===== src/rtl/board_scan_controller.sv =====
// Row-sequenced scanner for the 8x8 board sensor matrix: drives one row at a time,
// samples the columns, debounces whole frames and exposes the result as a 4-word window.
module board_scan_controller #(
    parameter int SETTLE_CYCLES = 1000,
    parameter int DEBOUNCE_N    = 4
) (
    input  logic        clock,
    input  logic        reset,
    input  logic        enable,
    input  logic [7:0]  col_in,
    input  logic        changed_clr,
    input  logic [1:0]  offset,
    output logic [2:0]  row_sel,
    output logic        row_en,
    output logic [63:0] board,
    output logic        changed,
    output logic        busy,
    output logic [15:0] scan_count,
    output logic [31:0] rd_data
);

    localparam int CNT_W   = $clog2(SETTLE_CYCLES + 1);
    localparam int AGREE_W = $clog2(DEBOUNCE_N + 1);

    typedef enum logic [1:0] {
        IDLE,
        SELECT,
        SAMPLE,
        COMMIT
    } state_t;

    state_t               state_reg;
    logic [2:0]           row_reg;
    logic [CNT_W-1:0]     settle_reg;
    logic [7:0]           sync1_reg;
    logic [7:0]           sync2_reg;
    logic [63:0]          raw_reg;
    logic [63:0]          candidate_reg;
    logic [63:0]          board_reg;
    logic [AGREE_W-1:0]   agree_reg;
    logic                 changed_reg;
    logic                 row_en_reg;
    logic [2:0]           row_sel_reg;
    logic                 busy_reg;
    logic [15:0]          scan_count_reg;

    logic                 frame_match;
    logic [AGREE_W-1:0]   agree_next;
    logic                 accept;

    // Column lines are asynchronous; nothing downstream sees them unsynchronized.
    always_ff @(posedge clock) begin
        if (!reset) begin
            sync1_reg <= 8'd0;
            sync2_reg <= 8'd0;
        end else begin
            sync1_reg <= col_in;
            sync2_reg <= sync1_reg;
        end
    end

    // Debounce decision for the frame that just finished; only consumed in COMMIT.
    always_comb begin
        frame_match = (raw_reg == candidate_reg);
        agree_next  = AGREE_W'(1);
        if (frame_match) begin
            if (agree_reg >= AGREE_W'(DEBOUNCE_N))
                agree_next = AGREE_W'(DEBOUNCE_N);
            else
                agree_next = agree_reg + AGREE_W'(1);
        end
        accept = (agree_next == AGREE_W'(DEBOUNCE_N)) && (raw_reg != board_reg);
    end

    always_ff @(posedge clock) begin
        if (!reset) begin
            state_reg      <= IDLE;
            row_reg        <= 3'd0;
            settle_reg     <= '0;
            raw_reg        <= 64'd0;
            candidate_reg  <= 64'd0;
            board_reg      <= 64'd0;
            agree_reg      <= '0;
            changed_reg    <= 1'b0;
            row_en_reg     <= 1'b0;
            row_sel_reg    <= 3'd0;
            busy_reg       <= 1'b0;
            scan_count_reg <= 16'd0;
        end else begin
            if (changed_clr)
                changed_reg <= 1'b0;

            // Dropping enable mid-frame throws the partial frame away and
            // restarts the agreement count from scratch.
            if (!enable && (state_reg == SELECT || state_reg == SAMPLE)) begin
                state_reg   <= IDLE;
                row_reg     <= 3'd0;
                settle_reg  <= '0;
                agree_reg   <= '0;
                row_en_reg  <= 1'b0;
                row_sel_reg <= 3'd0;
                busy_reg    <= 1'b0;
            end else begin
                case (state_reg)
                    IDLE: begin
                        if (enable) begin
                            state_reg   <= SELECT;
                            row_reg     <= 3'd0;
                            settle_reg  <= '0;
                            row_en_reg  <= 1'b1;
                            row_sel_reg <= 3'd0;
                            busy_reg    <= 1'b1;
                        end
                    end
                    SELECT: begin
                        if (settle_reg == CNT_W'(SETTLE_CYCLES - 1)) begin
                            state_reg  <= SAMPLE;
                            settle_reg <= '0;
                        end else begin
                            settle_reg <= settle_reg + CNT_W'(1);
                        end
                    end
                    SAMPLE: begin
                        raw_reg[8*row_reg +: 8] <= sync2_reg;
                        if (row_reg == 3'd7) begin
                            state_reg  <= COMMIT;
                            row_en_reg <= 1'b0;
                        end else begin
                            state_reg   <= SELECT;
                            row_reg     <= row_reg + 3'd1;
                            row_sel_reg <= row_reg + 3'd1;
                        end
                    end
                    COMMIT: begin
                        agree_reg <= agree_next;
                        if (!frame_match)
                            candidate_reg <= raw_reg;
                        if (accept) begin
                            board_reg   <= raw_reg;
                            changed_reg <= 1'b1;
                        end
                        scan_count_reg <= scan_count_reg + 16'd1;
                        row_reg        <= 3'd0;
                        settle_reg     <= '0;
                        row_sel_reg    <= 3'd0;
                        if (enable) begin
                            state_reg  <= SELECT;
                            row_en_reg <= 1'b1;
                            busy_reg   <= 1'b1;
                        end else begin
                            state_reg  <= IDLE;
                            row_en_reg <= 1'b0;
                            busy_reg   <= 1'b0;
                        end
                    end
                    default: begin
                        state_reg   <= IDLE;
                        row_en_reg  <= 1'b0;
                        row_sel_reg <= 3'd0;
                        busy_reg    <= 1'b0;
                    end
                endcase
            end
        end
    end

    always_comb begin
        rd_data = 32'd0;
        case (offset)
            2'd0:    rd_data = board_reg[31:0];
            2'd1:    rd_data = board_reg[63:32];
            2'd2:    rd_data = {scan_count_reg, 14'd0, busy_reg, changed_reg};
            default: rd_data = 32'd0;
        endcase
    end

    assign row_sel    = row_sel_reg;
    assign row_en     = row_en_reg;
    assign board      = board_reg;
    assign changed    = changed_reg;
    assign busy       = busy_reg;
    assign scan_count = scan_count_reg;

endmodule

===== config.mk =====
export PLATFORM = sky130hd
export DESIGN_NAME = board_scan_controller
export DESIGN_NICKNAME = d
export VERILOG_FILES = /design/src/rtl/board_scan_controller.sv
export SDC_FILE = /design/constraint.sdc
export NUM_CORES = 1
export LEC_CHECK = 0
export BUFFER_PORTS_ARGS = -buffer_cell sky130_fd_sc_hd__buf_4
export CAP_MARGIN = 40
export CORE_ASPECT_RATIO = 2
export CORE_MARGIN = 10
export CORE_UTILIZATION = 50
export DETAILED_ROUTE_END_ITERATION = 12
export PLACE_DENSITY_LB_ADDON = 0.15
export SYNTH_ARGS = -nofsm -noshare
export SYNTH_HDL_FRONTEND = slang
export SYNTH_SLANG_ARGS = --single-unit

===== constraint.sdc =====
create_clock -name clock -period 3.09 [get_ports clock]
set_input_delay 0.309 -clock clock [delete_from_list [all_inputs] [get_ports clock]]
set_output_delay 0.309 -clock clock [all_outputs]
set_load 0.1 [all_outputs]

# == Word-level counts from Yosys, hierarchy flattened ==
# Index checks and enable logic that the tools add are counted.
# totals
wordCells,81
out_inout_bits,118
input_bits,14
ff_bits,245
# classes
order_cmp,1
eq_ne,14
n_bitwise,3
n_reduce_logical,19
mux,24
n_shift,2
n_addsub,5
# op_table
op,n
32-bit case mux with 3 select lines,1
64-bit bitwise mux,1
64-bit equality test,1
64-bit inequality test,1
8-bit by 34-bit variable shift with 64-bit output (first input constant),1
8-bit by 34-bit variable part select with 64-bit output,1
6-bit negator with 34-bit output,1
10-bit case mux with 3 select lines,1
10-bit two-way mux,2
16-bit by 1-bit adder with 16-bit output (second input constant),1
3-bit two-way mux,4
3-bit AND reduction,4
10-bit by 1-bit adder with 10-bit output (second input constant),1
10-bit equality test (second input constant),1
2-bit AND reduction,5
3-bit case mux with 3 select lines,1
1-bit two-way mux,8
2-bit case mux with 4 select lines,1
3-bit by 1-bit adder with 3-bit output (second input constant),2
2-bit equality test (second input constant),3
3-bit equality test (second input constant),2
2-bit two-way mux,3
3-bit nonzero test,2
2-bit by 1-bit equality test with 1-bit output (second input constant),2
other kinds (12),18

# == Logic depth before layout (Yosys ltp) ==
# logic_depth
ltp_word,8
depth_mapped,12
depth_no_buf,9

# == Worst setup path before layout ==
# Ideal clock, no wire load.
# synth_path
path_type,reg-to-output
from,reg board_reg[63] (netlist: board[63])
to,out rd_data[31]
stages_incl_launch_ff,3
setup_slack_ns,-0.495
arrival_ns,3.276
path_cell_list,dfxtp_1 -> mux2i_1 -> o21ai_0
# synth_between
elab_chain_cells,1
# synth_rtl
element,line,rtl
"start, declared",39,logic [63:0] board_reg;
"start signal, assigned",139,board_reg <= raw_reg;
32-bit case mux with 3 select lines,169,case (offset)
"end, declared",19,output logic [31:0] rd_data
# Every way passes these cells.

==> reports/metrics.cfg <==
[critical_path]
critPathCaptureType = flop
crit_path_top_delay_cell = dfxtp_2
cp-start-kind = flop
cp_max_fo = 21
cp.required_ns = 3.53
critPathArrivalTime_ns = 3.23
crit_type = flop to flop
crit_path_max_incr_delay_ns = 0.55
r2r-start = row_sel[0]
path_cells = inv_1 > ha_1 > ha_1 > o31ai_1 > nor2_1 > nand3_1 > or2_0 > a21oi_1
startpoint = row_sel[0]
cpMostUsedCell = ha_1

[clock_network]
cts_buffers = 22
cts_tree = built
clock_path_buffers = 3
postCtsSetupRepairBufs = 0
clk_pin_slew_ns = 0.07
h-tree-depth = 1
cts.sinks = 245
root_buffer = clkbuf_16
clk_latency_ns = 0.52

[sta]
min_period_over_period = 0.900
final-setup-viol-count = 0
hold_viol = 0
max_freq_ghz = 0.360
whs_ns = 0.0212
finalCriticalPeriod_ns = 2.78
tns_ns = 0
slew_headroom = 0.458
worst_slew_pin_slew_ns = 0.813
skew_ns = 0.00983
rsz0062_at_grt = false
setup_slack_ns = 0.309
timing.final.max_slew_violations = 0

[logic_synthesis]
synth-simple-area-share = 0.198
syn_area_sq_um = 11500
synth_top_cells_by_area = dfxtp_1 (43%), mux2i_1 (11%), nand2_1 (6.2%)
synth_top_area_cell = dfxtp_1
synth_ff_type = dfxtp_1
synth-xor-area-share = 0.112
synth_common_cells = dfxtp_1 (245), nand2_1 (189), mux2i_1 (126)
synth_mux_area_frac = 0.110
post-synth-top-area-fraction = 0.428
synthAdderAreaFrac = 0.0142
synthCells = 1341
synthArstFlopShare = 0
ys_ff_latch = 245
synth_cell_types = 43
ys_seq_area_frac = 0.428
synth_most_common_cell = dfxtp_1
synth-warning-count = 0
synth-edff-count = 0
synth_top_family_by_area = simple AND/OR/NAND/NOR gates
synth_compound_area_frac = 0.101
synth_nets = 1368
avgSynthCellArea_sq_um = 8.54

[floorplanning]
coreArea_sq_um = 22600
fp-row-count = 78
dieHeight_microns = 234
die_w_microns = 127
io_pins = 132
dieArea_sq_um = 29700
start_util = 0.506

[layout]
final_util = 0.614
fin_area_sq_um = 13900
fillCellCount = 2089
finalNetCount = 1521
finalNonFillerCells = 1790
area_delta_synth_final_pct = 21.3
insertedDiodeCount = 0
drive_gt1_frac = 0.164

[routing]
ant_nets = 0
drt_first_pass_iters = 5
wirelength_mm = 40.8
via_per_inst = 5.78
wl_per_cell_microns = 22.8
drtIter0Drc = 698
vias = 10346
route.detailed.drc = 0

[pwr]
powerDensity_nw_per_um2 = 486
p_total_mw = 6.75
leakage_nw = 5.58
peakVddDrop_uv = 656

[placement]
pre_cts_ws_ns = 0.380
hpwlAfterDp_mm = 30.4
placed_cell_area_sq_um = 13100
numPortBuffers = 131
gp_congestion = 0.992
dp_cells = 1744

[run]
maxCapViolations = 0

[global_routing]
grt_usage = 0.267
grt_max_degree = 145
antenna_found_initial = 1
overflow = 0
grt_pass1_vias = 10210
grt_pass1_wl_mm = 61.3

[min_path]
min_from = col_in[1]
min_path_type = input port to flop

[run_status]
status = complete, no violations

critical path, delay by kind of cell (launching register included):
kind	cells	cell delay [ns]
simple gates	3	1.08
fa+ha+maj	2	0.62
flops	1	0.55
compound gates	2	0.32
buf+inv	1	0.13
layout by cell type, fill, tap and decap left out, types with 2 or more instances in the layout:
master	instances
dfxtp_1	244
buf_4	201
nand2_1	188
mux2i_1	126
nor2_1	106
a21oi_1	102
nand3_1	80
xor2_1	76
o21ai_0	75
xnor2_1	71
nand4_1	31
nor4_1	23
clkbuf_16	23
and2_1	22
o21ai_1	18
inv_1	13
ha_1	13
clkbuf_1	9
a32oi_1	8
buf_12	8
nor2b_1	6
nor3_1	6
dlygate4sd3_1	6
and3_1	5
or3_1	5
nand2b_1	4
or2_0	4
clkinv_2	4
a22oi_1	3
and4_1	3
clkbuf_8	3
a31oi_1	2
nor4_2	2
nand4b_1	2
layer usage:
layer	vias to the layer above	track usage	routed length (microns)
met5	-	0	0
met4	0	0.214	3700
met3	131	0.0375	1990
met2	391	0.492	21200
met1	4933	0.257	13900
li1	4891	-	-
area by class of cell:
| class | count | area (sq um) | area share |
|---|---|---|---|
| multi-input cells | 996 | 6150 | 0.443 |
| flip-flops and latches | 245 | 4910 | 0.353 |
| well taps | 280 | 350 | 0.0252 |
| inverters | 14 | 55.1 | 0.00396 |
| repair buffers | 215 | 1730 | 0.124 |
| clock buffers | 35 | 651 | 0.0468 |
| clock inverters | 5 | 50.0 | 0.00360 |
power by group:
| part | switching (mW) | leakage (nW) | internal [mW] |
|---|---|---|---|
| Clock | 1.21 | 0.345 | 1.53 |
| Combinational | 0.550 | 3.25 | 0.194 |
| Sequential | 0.0604 | 1.98 | 3.20 |
| Total | 1.83 | 5.58 | 4.92 |
path summary, 6_finish.rpt:
path,end,slack [ns],cells after the start
min,sync1_reg[1],0.02,2
max,raw_reg[21],0.31,8
min reg2reg,sync2_reg[4],0.43,1
max reg2reg,raw_reg[21],0.31,8
timing repair:
action	4_1_cts	5_1_grt
hold endpoints to repair	6	0
hold buffers	6	0
resized for setup	0	0
cells by family after synthesis:
group                    count (synthesis)
AO/OA/AOI/OAI                          217
adder cells (fa/ha/maj)                 13
XOR/XNOR                               147
flip-flops                             245
multiplexers                           126
buffers and inverters                  100
AND/OR/NAND/NOR                        493
Note: power is estimated with default switching activity, not from simulation.
